$ cat config.mk
export PLATFORM = sky130hd
export DESIGN_NAME = rn_recover_ctrl_flat
export DESIGN_NICKNAME = d
export VERILOG_FILES = /design/src/rtl/rn_recover_ctrl_pkg.sv /design/src/rtl/rn_recover_ctrl_if.sv /design/src/rtl/rn_recover_ctrl.sv /design/src/flat_wrapper.sv
export SDC_FILE = /design/constraint.sdc
export NUM_CORES = 1
export LEC_CHECK = 0
export ABC_AREA = 1
export CAP_MARGIN = 25
export CORE_MARGIN = 3
export CORE_UTILIZATION = 30
export CTS_CLUSTER_SIZE = 40
export DETAILED_ROUTE_END_ITERATION = 8
export GPL_ROUTABILITY_DRIVEN = 0
export PLACE_DENSITY = 0.48
export SKIP_CTS_REPAIR_TIMING = 1
export SYNTH_ARGS = -nofsm -noshare
export SYNTH_HDL_FRONTEND = slang
export SYNTH_SLANG_ARGS = --single-unit
export TNS_END_PERCENT = 5
$ cat constraint.sdc
create_clock -name clk -period 5.4 [get_ports clk]
set_clock_uncertainty 0.1 [all_clocks]
set_input_delay 1.62 -clock clk [delete_from_list [all_inputs] [get_ports clk]]
set_output_delay 1.62 -clock clk [all_outputs]
set_load 0.03 [all_outputs]
$ cat src/rtl/rn_recover_ctrl_pkg.sv
// rtl/rn_recover_ctrl_pkg.sv - shared types and widths for rename-state recovery
// Purpose: default register-file index widths and the recovery FSM state type.
// Ports: none (package).
package rn_recover_ctrl_pkg;

  localparam int NCPU_LRF_AW = 5;
  localparam int NCPU_PRF_AW = 6;

  typedef enum logic [2:0] {
    ST_IDLE  = 3'd0,
    ST_CLR   = 3'd1,
    ST_WALK  = 3'd2,
    ST_DRAIN = 3'd3,
    ST_SCAN  = 3'd4,
    ST_DONE  = 3'd5
  } state_t;

endpackage

$ cat src/rtl/rn_recover_ctrl_if.sv
// rtl/rn_recover_ctrl_if.sv - recovery controller bus bundle
// Purpose: groups the flush request, ARAT read port, speculative RAT write port,
//          free-list push/clear port, busytable clear and recovery status.
// Ports (master = recovery controller side):
//   in : flush, arat_rdata, fl_push_ready
//   out: arat_raddr, rat_rcv_we, rat_rcv_lrd, rat_rcv_prd, fl_clear, fl_push,
//        fl_push_prd, bt_clear, rcv_busy, rcv_done
interface rn_recover_ctrl_if
  import rn_recover_ctrl_pkg::*;
#(
  parameter int LRF_AW = NCPU_LRF_AW,
  parameter int PRF_AW = NCPU_PRF_AW
) ();

  logic              flush;
  logic [LRF_AW-1:0] arat_raddr;
  logic [PRF_AW-1:0] arat_rdata;
  logic              rat_rcv_we;
  logic [LRF_AW-1:0] rat_rcv_lrd;
  logic [PRF_AW-1:0] rat_rcv_prd;
  logic              fl_clear;
  logic              fl_push;
  logic [PRF_AW-1:0] fl_push_prd;
  logic              fl_push_ready;
  logic              bt_clear;
  logic              rcv_busy;
  logic              rcv_done;

  modport master (
    input  flush, arat_rdata, fl_push_ready,
    output arat_raddr, rat_rcv_we, rat_rcv_lrd, rat_rcv_prd,
           fl_clear, fl_push, fl_push_prd, bt_clear, rcv_busy, rcv_done
  );

  modport slave (
    output flush, arat_rdata, fl_push_ready,
    input  arat_raddr, rat_rcv_we, rat_rcv_lrd, rat_rcv_prd,
           fl_clear, fl_push, fl_push_prd, bt_clear, rcv_busy, rcv_done
  );

endinterface

$ cat src/rtl/rn_recover_ctrl.sv
// rtl/rn_recover_ctrl.sv - rename-state recovery sequencer after a pipeline flush
// Purpose: clears free list and busytable, walks the ARAT copying every mapping
//          into the speculative RAT while marking those PRs in use, then scans
//          all PRs and pushes each unused one into the free list.
// Ports:
//   clk  in  clock
//   rst  in  asynchronous reset, active high
//   bus  master modport of rn_recover_ctrl_if (flush request, ARAT read,
//        RAT write, free-list push/clear, busytable clear, busy/done status)
module rn_recover_ctrl
  import rn_recover_ctrl_pkg::*;
#(
  parameter int LRF_AW = NCPU_LRF_AW,
  parameter int PRF_AW = NCPU_PRF_AW
) (
  input  logic                 clk,
  input  logic                 rst,
  rn_recover_ctrl_if.master    bus
);

  localparam int NLR = 1 << LRF_AW;
  localparam int NPR = 1 << PRF_AW;
  localparam logic [LRF_AW-1:0] LR_LAST = LRF_AW'(NLR - 1);
  localparam logic [PRF_AW-1:0] PR_LAST = PRF_AW'(NPR - 1);

  state_t            state;
  state_t            state_nxt;
  logic [LRF_AW-1:0] lr_cnt;
  logic [LRF_AW-1:0] wr_lrd;
  logic              wr_pend;
  logic [PRF_AW-1:0] pr_cnt;
  logic [NPR-1:0]    inuse;
  logic              cur_inuse;
  logic              scan_adv;

  assign cur_inuse = inuse[pr_cnt];
  // In-use PRs are skipped in one cycle; free ones wait for the free list.
  assign scan_adv  = (state == ST_SCAN) && (cur_inuse || bus.fl_push_ready);

  // State register
  always_ff @(posedge clk or posedge rst) begin
    if (rst) begin
      state <= ST_IDLE;
    end else begin
      state <= state_nxt;
    end
  end

  // Next-state logic; a flush in any state restarts at CLR
  always_comb begin
    state_nxt = state;
    if (bus.flush) begin
      state_nxt = ST_CLR;
    end else begin
      case (state)
        ST_IDLE:  state_nxt = ST_IDLE;
        ST_CLR:   state_nxt = ST_WALK;
        ST_WALK:  if (lr_cnt == LR_LAST) state_nxt = ST_DRAIN;
        ST_DRAIN: state_nxt = ST_SCAN;
        ST_SCAN:  if (scan_adv && (pr_cnt == PR_LAST)) state_nxt = ST_DONE;
        ST_DONE:  state_nxt = ST_IDLE;
        default:  state_nxt = ST_IDLE;
      endcase
    end
  end

  // Counters, delayed write tracking and the in-use bitmap
  always_ff @(posedge clk or posedge rst) begin
    if (rst) begin
      lr_cnt  <= '0;
      wr_lrd  <= '0;
      wr_pend <= 1'b0;
      pr_cnt  <= '0;
      inuse   <= '0;
    end else begin
      // ARAT read data lands one cycle after the address; a flush kills the
      // pending write so nothing from the aborted walk leaks past CLR.
      wr_pend <= (state == ST_WALK) && !bus.flush;
      if (state == ST_WALK) begin
        wr_lrd <= lr_cnt;
      end

      if (state == ST_CLR) begin
        lr_cnt <= '0;
      end else if ((state == ST_WALK) && (lr_cnt != LR_LAST)) begin
        lr_cnt <= lr_cnt + 1'b1;
      end

      // Scan starts at PR 1: PR 0 is the zero register and never freed.
      if (state == ST_DRAIN) begin
        pr_cnt <= PRF_AW'(1);
      end else if (scan_adv && (pr_cnt != PR_LAST)) begin
        pr_cnt <= pr_cnt + 1'b1;
      end

      if (state == ST_CLR) begin
        inuse <= NPR'(1);
      end else if (wr_pend) begin
        inuse[bus.arat_rdata] <= 1'b1;
      end
    end
  end

  // Output decode from registered state only
  always_comb begin
    bus.arat_raddr  = '0;
    bus.rat_rcv_we  = 1'b0;
    bus.rat_rcv_lrd = '0;
    bus.rat_rcv_prd = '0;
    bus.fl_clear    = 1'b0;
    bus.bt_clear    = 1'b0;
    bus.fl_push     = 1'b0;
    bus.fl_push_prd = '0;
    bus.rcv_busy    = (state != ST_IDLE);
    bus.rcv_done    = (state == ST_DONE);

    if (state == ST_WALK) begin
      bus.arat_raddr = lr_cnt;
    end
    if (wr_pend) begin
      bus.rat_rcv_we  = 1'b1;
      bus.rat_rcv_lrd = wr_lrd;
      bus.rat_rcv_prd = bus.arat_rdata;
    end
    if (state == ST_CLR) begin
      bus.fl_clear = 1'b1;
      bus.bt_clear = 1'b1;
    end
    if (state == ST_SCAN) begin
      bus.fl_push     = !cur_inuse;
      bus.fl_push_prd = pr_cnt;
    end
  end

endmodule
$ cat src/flat_wrapper.sv
// flat-port wrapper written by rule: the top's interface ports become plain ports
module rn_recover_ctrl_flat import rn_recover_ctrl_pkg::*;
#(
  parameter int LRF_AW = NCPU_LRF_AW,
  parameter int PRF_AW = NCPU_PRF_AW
)
  (clk, rst, bus_flush, bus_arat_rdata, bus_fl_push_ready, bus_arat_raddr, bus_rat_rcv_we, bus_rat_rcv_lrd, bus_rat_rcv_prd, bus_fl_clear, bus_fl_push, bus_fl_push_prd, bus_bt_clear, bus_rcv_busy, bus_rcv_done);
  rn_recover_ctrl_if #(.LRF_AW(LRF_AW), .PRF_AW(PRF_AW)) bus_i ();
  input  logic clk;
  input  logic rst;
  input wire logic [$bits(bus_i.flush)-1:0] bus_flush;
  input wire logic [$bits(bus_i.arat_rdata)-1:0] bus_arat_rdata;
  input wire logic [$bits(bus_i.fl_push_ready)-1:0] bus_fl_push_ready;
  output wire logic [$bits(bus_i.arat_raddr)-1:0] bus_arat_raddr;
  output wire logic [$bits(bus_i.rat_rcv_we)-1:0] bus_rat_rcv_we;
  output wire logic [$bits(bus_i.rat_rcv_lrd)-1:0] bus_rat_rcv_lrd;
  output wire logic [$bits(bus_i.rat_rcv_prd)-1:0] bus_rat_rcv_prd;
  output wire logic [$bits(bus_i.fl_clear)-1:0] bus_fl_clear;
  output wire logic [$bits(bus_i.fl_push)-1:0] bus_fl_push;
  output wire logic [$bits(bus_i.fl_push_prd)-1:0] bus_fl_push_prd;
  output wire logic [$bits(bus_i.bt_clear)-1:0] bus_bt_clear;
  output wire logic [$bits(bus_i.rcv_busy)-1:0] bus_rcv_busy;
  output wire logic [$bits(bus_i.rcv_done)-1:0] bus_rcv_done;
  assign bus_i.flush = bus_flush;
  assign bus_i.arat_rdata = bus_arat_rdata;
  assign bus_i.fl_push_ready = bus_fl_push_ready;
  assign bus_arat_raddr = bus_i.arat_raddr;
  assign bus_rat_rcv_we = bus_i.rat_rcv_we;
  assign bus_rat_rcv_lrd = bus_i.rat_rcv_lrd;
  assign bus_rat_rcv_prd = bus_i.rat_rcv_prd;
  assign bus_fl_clear = bus_i.fl_clear;
  assign bus_fl_push = bus_i.fl_push;
  assign bus_fl_push_prd = bus_i.fl_push_prd;
  assign bus_bt_clear = bus_i.bt_clear;
  assign bus_rcv_busy = bus_i.rcv_busy;
  assign bus_rcv_done = bus_i.rcv_done;
  rn_recover_ctrl #(.LRF_AW(LRF_AW), .PRF_AW(PRF_AW)) u_core (.clk(clk), .rst(rst), .bus(bus_i));
endmodule
==> reports/qor_table.md, run 1 <==
| Result | This run | Unit |
| --- | --- | --- |
| Status | completed | - |
| Number of enable-type register cells in the synthesized netlist | 0 | - |
| Root Buffer | sky130_fd_sc_hd__clkbuf_16 | - |
| Type of the setup path with the least slack | input port to primary output | - |
| Type of origin of the critical path | input port | - |
| Combined area of the multi-input logic cells | 1770 | sq um |
| Post-route cell area | 5020 | sq um |
| Peak fanout along the critical path | 6 | - |
| Global-route wire length before repair | 19.5 | mm |
| Starting DRT DRC Count | 281 | - |
| Fill cell total of the finished layout | 1447 | - |
| Width of the die | 124 | microns |
| Area leader, netlist | sky130_fd_sc_hd__dfrtp_1 | - |
| Distinct cells, synth | 26 | - |
| Remaining max-slew budget at the tightest pin | 32.6 | % |
| Share of Yosys cell area claimed by the top area cell type | 50.3 | % |
| Inserted Clock Buffers | 9 | - |
| Final Hold Slack | 370 | ps |
| Final worst-path cycle share | 89.1 | % |
| IR Drop Worst-Case VDD | 0.191 | mV |
| List of cells traversed by the critical path | clkdlybuf4s50_1, nand2_1, inv_1, clkdlybuf4s50_1 | - |
| Count of antenna-violating nets left after detailed routing | 0 | - |
| Critical Path Slowest Stage Cell | sky130_fd_sc_hd__clkdlybuf4s50_1 | - |
| Number of nets in the synthesized netlist | 551 | - |
| H-Tree Level Count | 3 | - |
| Met2 track utilization from global routing | 25.5 | % |
| Total via count in the routed design | 3702 | - |
| Routed wire length per instance | 15.6 | microns |
| Buffer and inverter count on the worst path | 3 | - |
| Min cycle time layout | 4810 | ps |
| Clock buffer depth | 2 | - |
| Total standard cell area after synthesis | 4180 | sq um |
| HPWL after DPL | 7.78 | mm |
| Met3 capacity usage during global routing | 4.45 | % |
| Starting density of the core | 31.0 | % |
| First-pass DRT Iterations | 5 | - |
| Kind of path behind the tightest hold check | flop to flop | - |
| Nets | 586 | - |
| Ranking of synthesized cells by area | sky130_fd_sc_hd__dfrtp_1 50%, sky130_fd_sc_hd__nand2_1 10%, sky130_fd_sc_hd__nor2_1 8.4% | - |
| Maximum clock frequency | 0.208 | GHz |
| Number of instances in the synthesized netlist | 538 | - |
| Final hold violation count | 0 | - |
| TritonCTS clock tree | built | - |
| Io pins | 38 | - |
| Worst path arrival time | 3090 | ps |
| Final slew viol count | 0 | - |
| CP max stage delay | 680 | ps |
| Port-buffer cells | 37 | - |
| Worst skew pair latency | 340 | ps |
| Post-route setup TNS | 0 | ps |
| Area growth from synthesis to layout | 20.2 | % |
| Cell Area, Placed | 4700 | sq um |
| Leakage power total | 2.36 | nW |
| Initial antenna violation count | 0 | - |
| CTS clk-pin slew, worst paths | 60 | ps |
| Post-Place Worst Slack | 576 | ps |
| Critical path endpoint category | primary output | - |
| Die boundary height | 124 | microns |
| Required time reported for the critical path endpoint | 3680 | ps |
| CORE AREA | 13500 | sq um |
| Portion of the post-synthesis area used by sequential elements | 50.3 | % |
| Post-synth top flop | sky130_fd_sc_hd__dfrtp_1 | - |
| Final worst-path setup slack | 590 | ps |
| Antenna fix cells | 0 | - |
| Via density per instance | 4.91 | - |
| Overall Global Routing Usage | 16.7 | % |
| Average cell area after synthesis | 7.76 | sq um |
| Total Die Area | 15400 | sq um |
| Post-Route WL | 11.8 | mm |
| M1 GR Usage | 23.1 | % |
| Proportion of synthesized flip-flops having asynchronous set or reset | 100 | % |
| Cell seen most often among critical-path stages | sky130_fd_sc_hd__clkdlybuf4s50_1 | - |
| RSZ-0062 raised after global routing | no | - |
| Grt total ovfl | 0 | - |
| Max-cap check violation count | 0 | - |
| Fraction of layout cells with a size suffix above 1 | 6.75 | % |
| Count of standard-cell rows | 42 | - |
| Number of DRC violations after detailed routing | 0 | - |
| Number of storage elements in the synthesis netlist | 84 | - |
| Most numerous cell in the Yosys netlist | sky130_fd_sc_hd__nand2_1 | - |
| Maximum number of pins on one net before global-route repair | 65 | - |
| Final count of negative-setup-slack endpoints | 0 | - |
| Slew at the pin closest to its max-slew limit | 1000 | ps |
| Via count of the first global-routing pass | 3632 | - |
| Number of warnings issued by yosys | 0 | - |
| Number of sinks on the clock net | 84 | - |
| Most used routing layer in global routing | met2 | - |
| Largest delay contributor family on the critical path | buffers and inverters | - |
| Sequential cell area in the final layout | 2100 | sq um |
| Power per cell area | 305 | nW/um^2 |
| Most frequent cells after synthesis | 115 x sky130_fd_sc_hd__nand2_1, 93 x sky130_fd_sc_hd__nor2_1, 84 x sky130_fd_sc_hd__dfrtp_1, 69 x sky130_fd_sc_hd__a21oi_1, 62 x sky130_fd_sc_hd__nand3_1 | - |
==> cells by family (layout without fill, tap and decap cells) <==
kind of cell / count (synthesis) / in the layout / share of synthesized area, %
flip-flops: 84 / 84 / 50.3
buffers and inverters: 67 / 107 / 7.49
AO/OA/AOI/OAI: 81 / 81 / 9.86
XOR/XNOR: 4 / 4 / 0.839
adder cells (fa/ha/maj): 3 / 3 / 0.899
AND/OR/NAND/NOR: 299 / 299 / 30.6
==> through the flow <==
stage	power [mW]	std cells	utilization, %
2_1_floorplan	0.852	538	-
3_3_place_gp	0.916	735	34.9
3_5_place_dp	0.917	736	35.0
4_1_cts	1.55	752	37.2
5_1_grt	1.61	754	37.3
6_report	1.53	754	37.3
==> path summary, 6_finish.rpt <==
kind | startpoint | end | cells after the start | slack [ps]
max | bus_arat_rdata[3] | bus_rat_rcv_prd[3] | 4 | 590
max in group asynchronous | rst | u_core.wr_lrd[0] | 3 | 2820
min in group asynchronous | rst | u_core.inuse[46] | 2 | 1570
min reg2reg | u_core.inuse[0] | u_core.inuse[0] | 2 | 370
max reg2reg | u_core.pr_cnt[0] | u_core.pr_cnt[0] | 12 | 2860
min | u_core.inuse[0] | u_core.inuse[0] | 2 | 370
==> state kept, by name, summed over array words and instances, names as in the netlist <==
register,count
u_core.inuse,64
u_core.pr_cnt,6
u_core.lr_cnt,5
u_core.wr_lrd,5
u_core.state,3
u_core.wr_pend,1
==> cells in the final DEF (no fill, tap or decap) <==
cell type / Yosys / layout
sky130_fd_sc_hd__buf_2: 6 / 1
sky130_fd_sc_hd__clkbuf_8: 0 / 2
sky130_fd_sc_hd__nor2_1: 93 / 93
sky130_fd_sc_hd__a31oi_1: 2 / 2
sky130_fd_sc_hd__o21ai_0: 9 / 9
sky130_fd_sc_hd__inv_2: 2 / 2
sky130_fd_sc_hd__nor4_1: 3 / 2
sky130_fd_sc_hd__clkdlybuf4s50_1: 0 / 37
sky130_fd_sc_hd__nand2_2: 2 / 2
sky130_fd_sc_hd__nor3_1: 12 / 11
sky130_fd_sc_hd__nand2_4: 1 / 1
sky130_fd_sc_hd__nand3_1: 62 / 62
sky130_fd_sc_hd__bufinv_16: 0 / 1
sky130_fd_sc_hd__clkinv_1: 1 / 1
sky130_fd_sc_hd__nand3_4: 1 / 1
sky130_fd_sc_hd__clkinvlp_4: 0 / 1
sky130_fd_sc_hd__a41oi_1: 1 / 1
sky130_fd_sc_hd__nor3_2: 0 / 1
sky130_fd_sc_hd__nand4_1: 8 / 8
sky130_fd_sc_hd__xor2_1: 4 / 4
sky130_fd_sc_hd__nand2_1: 115 / 115
sky130_fd_sc_hd__dfrtp_1: 84 / 84
sky130_fd_sc_hd__nor4_2: 0 / 1
sky130_fd_sc_hd__clkbuf_4: 0 / 1
sky130_fd_sc_hd__inv_6: 1 / 1
sky130_fd_sc_hd__buf_4: 3 / 10
sky130_fd_sc_hd__ha_1: 3 / 3
sky130_fd_sc_hd__clkbuf_1: 11 / 1
sky130_fd_sc_hd__clkbuf_16: 0 / 9
sky130_fd_sc_hd__nand3_2: 1 / 1
sky130_fd_sc_hd__inv_1: 38 / 37
sky130_fd_sc_hd__a21oi_1: 69 / 69
sky130_fd_sc_hd__nor2_2: 1 / 1
sky130_fd_sc_hd__clkinv_2: 0 / 3
==> power by group <==
part / switching [mW] / internal, mW / leakage, nW
logic: 0.169 / 0.0670 / 1.06
registers: 0.0269 / 0.640 / 1.16
clock network: 0.245 / 0.382 / 0.149
total: 0.441 / 1.09 / 2.36
==> worst reg2reg max path: cells and delay by family, from the launching register on <==
| family | cells | cell delay, ps |
|---|---|---|
| buffers and inverters | 1 | 380 |
| DFF | 1 | 870 |
| and+or+nand+nor | 11 | 1060 |
==> final cells by class <==
cell class | instances | share of cell area (%)
Multi-Input combinational cell | 387 | 35.3
Clock inverter | 4 | 0.947
Inverter | 42 | 3.26
Sequential cell | 84 | 41.9
Timing Repair Buffer | 49 | 9.12
Clock buffer | 12 | 5.11
Tap cell | 176 | 4.39
==> metal layers <==
layer  vias up  part of all wire, %
li1       1817                    -
met1      1780                   47
met2        89                   47
met3        16                  4.8
met4         0                  1.9
met5         -                    0
Note: power is estimated with default switching activity, not from simulation.
==> inputs of run 2 (changes only) <==
--- a/config.mk
+++ b/config.mk
@@ -7,12 +7,14 @@
 export LEC_CHECK = 0
 export ABC_AREA = 1
 export CAP_MARGIN = 25
+export CELL_PAD_IN_SITES_DETAIL_PLACEMENT = 0
+export CELL_PAD_IN_SITES_GLOBAL_PLACEMENT = 1
 export CORE_MARGIN = 3
 export CORE_UTILIZATION = 30
 export CTS_CLUSTER_SIZE = 40
 export DETAILED_ROUTE_END_ITERATION = 8
 export GPL_ROUTABILITY_DRIVEN = 0
-export PLACE_DENSITY = 0.48
+export PLACE_DENSITY = 0.6
 export SKIP_CTS_REPAIR_TIMING = 1
 export SYNTH_ARGS = -nofsm -noshare
 export SYNTH_HDL_FRONTEND = slang
==> run 2 against run 1 <==
Net effect:
- via count up 0.76%
- power up 0.84%
- clock power about the same
- combinational power up 12%
- non-clock buffer count up 1
- cell area down 0.15%
==> reports/qor_table.md, run 2 (same netlist as run 1, synthesis figures left out) <==
| Result | This run | Unit |
| --- | --- | --- |
| Status | completed | - |
| Starting DRT DRC Count | 278 | - |
| Port-buffer cells | 37 | - |
| Post-route cell area | 5010 | sq um |
| Starting density of the core | 31.0 | % |
| Initial antenna violation count | 0 | - |
| Cell Area, Placed | 4710 | sq um |
| Root Buffer | sky130_fd_sc_hd__clkbuf_16 | - |
| TritonCTS clock tree | built | - |
| Io pins | 38 | - |
| Max-cap check violation count | 0 | - |
| Power per cell area | 308 | nW/um^2 |
| Antenna fix cells | 0 | - |
| Routed wire length per instance | 16.5 | microns |
| Registers with the most flip-flops | u_core.inuse: 64 flops, u_core.pr_cnt: 6 flops | - |
| Final hold violation count | 0 | - |
| Type of origin of the critical path | input port | - |
| Count of standard-cell rows | 42 | - |
| Post-Route WL | 12.5 | mm |
| Min cycle time layout | 4880 | ps |
| Critical path endpoint category | primary output | - |
| Kind of path behind the tightest hold check | flop to flop | - |
| WL met2 | 5.85 | mm |
| Via density per instance | 4.95 | - |
| Nets | 587 | - |
| Type of the setup path with the least slack | input port to primary output | - |
| Area growth from synthesis to layout | 20.0 | % |
| Number of sinks on the clock net | 84 | - |
| Final worst-path cycle share | 90.3 | % |
| Die boundary height | 124 | microns |
| Remaining max-slew budget at the tightest pin | 31.1 | % |
| Flip-flop count of the largest register after layout | 64 | - |
| Grt total ovfl | 0 | - |
| H-Tree Level Count | 3 | - |
| Total Die Area | 15400 | sq um |
| Fill cell total of the finished layout | 1482 | - |
| Global-route wire length before repair | 20.1 | mm |
| CORE AREA | 13500 | sq um |
| Worst path arrival time | 3160 | ps |
| Most common library cell in the layout ignoring fill and taps | sky130_fd_sc_hd__nand2_1 | - |
| Total via count in the routed design | 3730 | - |
| Inserted Clock Buffers | 9 | - |
| IR Drop Worst-Case VDD | 0.127 | mV |
| Width of the die | 124 | microns |
| Final slew viol count | 0 | - |
| Count of antenna-violating nets left after detailed routing | 0 | - |
| CTS clk-pin slew, worst paths | 60 | ps |
| RSZ-0062 raised after global routing | no | - |
| Top metal layer carrying routed signals | met4 | - |
| Highest-count cells in the layout ignoring fill and taps | 115 x sky130_fd_sc_hd__nand2_1, 93 x sky130_fd_sc_hd__nor2_1, 84 x sky130_fd_sc_hd__dfrtp_1 | - |
| Register with the most flip-flops | u_core.inuse | - |
| Overall Global Routing Usage | 17.3 | % |
| Required time reported for the critical path endpoint | 3680 | ps |
| Clock buffer depth | 2 | - |
| Detailed route wirelength on metal3 | 491 | microns |
| First-pass DRT Iterations | 4 | - |
| HPWL after DPL | 7.90 | mm |
| Final count of negative-setup-slack endpoints | 0 | - |
| Total routed wire length on the met1 layer | 5.84 | mm |
| Via count of the first global-routing pass | 3713 | - |
| Leakage power total | 2.37 | nW |
| Fraction of layout cells with a size suffix above 1 | 6.59 | % |
| Peak fanout along the critical path | 7 | - |
| Worst skew pair latency | 340 | ps |
| Maximum number of pins on one net before global-route repair | 65 | - |
| Number of DRC violations after detailed routing | 0 | - |
| Post-route setup TNS | 0 | ps |
| Maximum clock frequency | 0.205 | GHz |
| Slew at the pin closest to its max-slew limit | 1020 | ps |
[run 2: worst max-delay path, cell delays in order]
cell                              delay, ps
sky130_fd_sc_hd__clkdlybuf4s50_1        600
sky130_fd_sc_hd__nand2_1                150
sky130_fd_sc_hd__inv_1                  100
sky130_fd_sc_hd__clkdlybuf4s50_1        690
[run 2: worst paths after layout]
path / depth (start not counted) / start / endpoint / slack, ps
setup reg to reg: 4 / u_core.wr_pend / u_core.inuse[14] / 3080
max in group asynchronous: 3 / rst / u_core.pr_cnt[0] / 2930
min in group asynchronous: 2 / rst / u_core.inuse[44] / 1450
hold / removal: 2 / u_core.inuse[0] / u_core.inuse[0] / 360
setup / recovery: 4 / bus_arat_rdata[5] / bus_rat_rcv_prd[5] / 520
hold reg to reg: 2 / u_core.inuse[0] / u_core.inuse[0] / 360
[run 2: where the power goes]
group          total, mW  switching [mW]  internal, mW
combinational      0.265           0.197        0.0675
sequential         0.651          0.0101         0.640
clock              0.627           0.249         0.378
[run 2: metal layers]
metal / GRT usage, % / vias to the layer above
li1: - / 1825
met5: 0 / -
met4: 6.84 / 0
met1: 23.5 / 1801
met3: 2.68 / 18
met2: 27.6 / 86
[run 2: area by class of cell]
cell class | instances | area (sq um) | area share (%)
multi-input combinational | 387 | 1770 | 35.4
timing repair buffer | 50 | 463 | 9.23
clock buffer | 12 | 256 | 5.12
clock inverter | 2 | 35.0 | 0.699
tap | 176 | 220 | 4.39
sequential | 84 | 2100 | 41.9
inverter | 42 | 164 | 3.27
[run 2: per-stage QoR]
stage          setup WS (ps)  utilization, %  instances  total power, mW  hold slack [ps]
6_report                 522            37.3        753             1.54              364
5_1_grt                  435            37.3        753             1.61              387
4_1_cts                  517            37.2        751             1.55              364
3_5_place_dp             528            35.0        737            0.927              354
3_3_place_gp             537            34.9        735            0.927              349
2_1_floorplan           1510               -        538            0.852              332
==> inputs of run 3 (changes only) <==
--- a/config.mk
+++ b/config.mk
@@ -10,11 +10,11 @@
 export CELL_PAD_IN_SITES_DETAIL_PLACEMENT = 0
 export CELL_PAD_IN_SITES_GLOBAL_PLACEMENT = 1
 export CORE_MARGIN = 3
-export CORE_UTILIZATION = 30
+export CORE_UTILIZATION = 45
 export CTS_CLUSTER_SIZE = 40
 export DETAILED_ROUTE_END_ITERATION = 8
 export GPL_ROUTABILITY_DRIVEN = 0
-export PLACE_DENSITY = 0.6
+export PLACE_DENSITY = 0.84
 export SKIP_CTS_REPAIR_TIMING = 1
 export SYNTH_ARGS = -nofsm -noshare
 export SYNTH_HDL_FRONTEND = slang
==> run 3 against run 2 <==
Net effect:
- register-to-register slack worse by 170 ps
- via count down 0.83%
- critical path depth unchanged
- flip-flop and latch count unchanged
- cell area down 4.2%
- hold slack better by 2.2 ps
- worst setup slack better by 41 ps
- clock-buffer cell count down 2
- routed wire length down 10%
- first-iteration DRC count down 25%
- global-route usage up 5.0 points
- critical path type unchanged
- largest cell class unchanged
==> reports/qor_table.md, run 3 (same netlist as run 1, synthesis figures left out) <==
| Result | This run | Unit |
| --- | --- | --- |
| Inserted Clock Buffers | 9 | - |
| Critical path endpoint category | primary output | - |
| CTS clk-pin slew, worst paths | 80 | ps |
| Count of standard-cell rows | 34 | - |
| H-Tree Level Count | 3 | - |
| Worst Reg-to-Reg Cells | 8 | - |
| Via count of the first global-routing pass | 3573 | - |
| HPWL after DPL | 7.23 | mm |
| Total internal power | 0.920 | mW |
| Power share of the sequential group | 49.0 | % |
| Type of origin of the critical path | input port | - |
| Maximum number of pins on one net before global-route repair | 65 | - |
| Worst path arrival time | 3120 | ps |
| Required time reported for the critical path endpoint | 3680 | ps |
| Highest-count cells in the layout ignoring fill and taps | 115 x sky130_fd_sc_hd__nand2_1, 93 x sky130_fd_sc_hd__nor2_1, 84 x sky130_fd_sc_hd__dfrtp_1 | - |
| Origin of the worst min-delay path | u_core.inuse[0] | - |
| Final hold violation count | 0 | - |
| Worst hold path stage count | 2 | - |
| Registers with the most flip-flops | u_core.inuse: 64 flops, u_core.pr_cnt: 6 flops | - |
| Critical R2R Capture | u_core.pr_cnt[5] | - |
| Worst setup path startpoint | bus_arat_rdata[5] | - |
| Die boundary height | 102 | microns |
| Min cycle time layout | 4840 | ps |
| Leakage power total | 2.29 | nW |
| CORE AREA | 8850 | sq um |
| Final worst-path cycle share | 89.6 | % |
| Final worst-path setup slack | 563 | ps |
| Slew at the pin closest to its max-slew limit | 1080 | ps |
| P_sw | 0.428 | mW |
| Kind of path behind the tightest hold check | flop to flop | - |
| Most common library cell in the layout ignoring fill and taps | sky130_fd_sc_hd__nand2_1 | - |
| Remaining max-slew budget at the tightest pin | 27.5 | % |
| RSZ-0062 raised after global routing | no | - |
| Post-Place Worst Slack | 571 | ps |
| List of cells traversed by the critical path | clkdlybuf4s50_1, nand2_1, inv_1, clkdlybuf4s50_1 | - |
| Routed wire length per instance | 16.3 | microns |
| Io pins | 38 | - |
| Combinational group share of total power | 17.7 | % |
| Via density per instance | 5.42 | - |
| Final Hold Slack | 366 | ps |
| Status | completed | - |
| TritonCTS clock tree | built | - |
| Fraction of layout cells with a size suffix above 1 | 6.26 | % |
| Root Buffer | sky130_fd_sc_hd__clkbuf_8 | - |
| Overall Global Routing Usage | 22.3 | % |
| Width of the die | 102 | microns |
| Power per cell area | 281 | nW/um^2 |
| Register with the most flip-flops | u_core.inuse | - |
| Antenna fix cells | 0 | - |
| Initial antenna violation count | 0 | - |
| Max-cap check violation count | 0 | - |
| Cell seen most often among critical-path stages | sky130_fd_sc_hd__clkdlybuf4s50_1 | - |
| Total Die Area | 10500 | sq um |
| Clock buffer depth | 2 | - |
| Final count of negative-setup-slack endpoints | 0 | - |
| Reg-to-reg slack, setup | 2910 | ps |
| First-pass DRT Iterations | 4 | - |
| Reg-to-reg startpoint | u_core.pr_cnt[0] | - |
| Critical Path Slowest Stage Cell | sky130_fd_sc_hd__clkdlybuf4s50_1 | - |
| Post-Route WL | 11.1 | mm |
| IR Drop Worst-Case VDD | 0.194 | mV |
| Buffer and inverter count on the worst path | 3 | - |
| Global-route wire length before repair | 18.1 | mm |
| Worst skew pair latency | 350 | ps |
| Flip-flop count of the largest register after layout | 64 | - |
| Grt total ovfl | 0 | - |
| Number of sinks on the clock net | 84 | - |
| Part of the total power dissipated in the clock network | 33.3 | % |
| Nets | 583 | - |
| Starting density of the core | 47.2 | % |
| Count of antenna-violating nets left after detailed routing | 0 | - |
| Maximum clock frequency | 0.207 | GHz |
| Endpoint, Worst Hold | u_core.inuse[0] | - |
| Power consumption | 1.35 | mW |
| Peak fanout along the critical path | 7 | - |
| Sw Ratio | 31.7 | % |
| Starting DRT DRC Count | 209 | - |
| Final slew viol count | 0 | - |
| Port-buffer cells | 37 | - |
| Total via count in the routed design | 3699 | - |
| Largest delay contributor family on the critical path | buffers and inverters | - |
| CP max stage delay | 690 | ps |
| Area growth from synthesis to layout | 14.9 | % |
| Number of DRC violations after detailed routing | 0 | - |
| Post-route setup TNS | 0 | ps |
| Type of the setup path with the least slack | input port to primary output | - |
-- run 3: cell count changes in the layout (fill, tap and decap cells not counted), sizes merged --
cell and change:
buf -3, inv +1, clkinvlp +2, clkinv +1, clkbuf -3
-- run 3: metal layers --
layer  GRT usage (%)  wire length, microns  up-vias
met5               0                     0        -
met4            7.47                   146        0
met3            3.69                   609       16
met2            33.8                  5300       93
met1            32.5                  5090     1772
li1                -                     -     1818
-- run 3: power by group through the flow --
stage / Clock, mW / Sequential [mW] / Combinational [mW]
CTS: 0.459 / 0.660 / 0.242
floorplan: 0 / 0.660 / 0.192
finish: 0.448 / 0.660 / 0.239
global route: 0.487 / 0.661 / 0.269
detailed placement: 0 / 0.672 / 0.241
global placement: 0 / 0.672 / 0.239
-- run 3: cell type report --
cell class                      instances  area [sq um]
Timing Repair Buffer                   46           435
Tap cell                              108           135
Multi-Input combinational cell        387          1770
Clock buffer                           10           128
Inverter                               42           164
Sequential cell                        84          2100
Fill cell                             873          4050
Clock inverter                          6          63.8
-- run 3: tightest hold or removal path, cell delays in order, from the launching register on --
cell	delay, ps
sky130_fd_sc_hd__dfrtp_1	350
sky130_fd_sc_hd__a21oi_1	40
sky130_fd_sc_hd__nand2_1	50
-- run 3: how the worst max path moves through the flow --
stage | endpoint | slack (ps) | depth (start not counted)
after floorplan | u_core.inuse[0] | 1510 | 1
after global placement | bus_rat_rcv_prd[5] | 570 | 4
after detailed placement | bus_rat_rcv_prd[5] | 570 | 4
after CTS | bus_rat_rcv_prd[5] | 560 | 4
after global routing | bus_fl_push | 420 | 9
final | bus_rat_rcv_prd[5] | 560 | 4
-- run 3: per-stage QoR --
| step | instances | instance area [sq um] | util, % |
|---|---|---|---|
| finish | 683 | 4800 | 54.3 |
| global route | 683 | 4800 | 54.3 |
| CTS | 683 | 4800 | 54.3 |
| detailed placement | 667 | 4610 | 52.1 |
| global placement | 665 | 4600 | 52.0 |
| floorplan | 538 | 4180 | - |
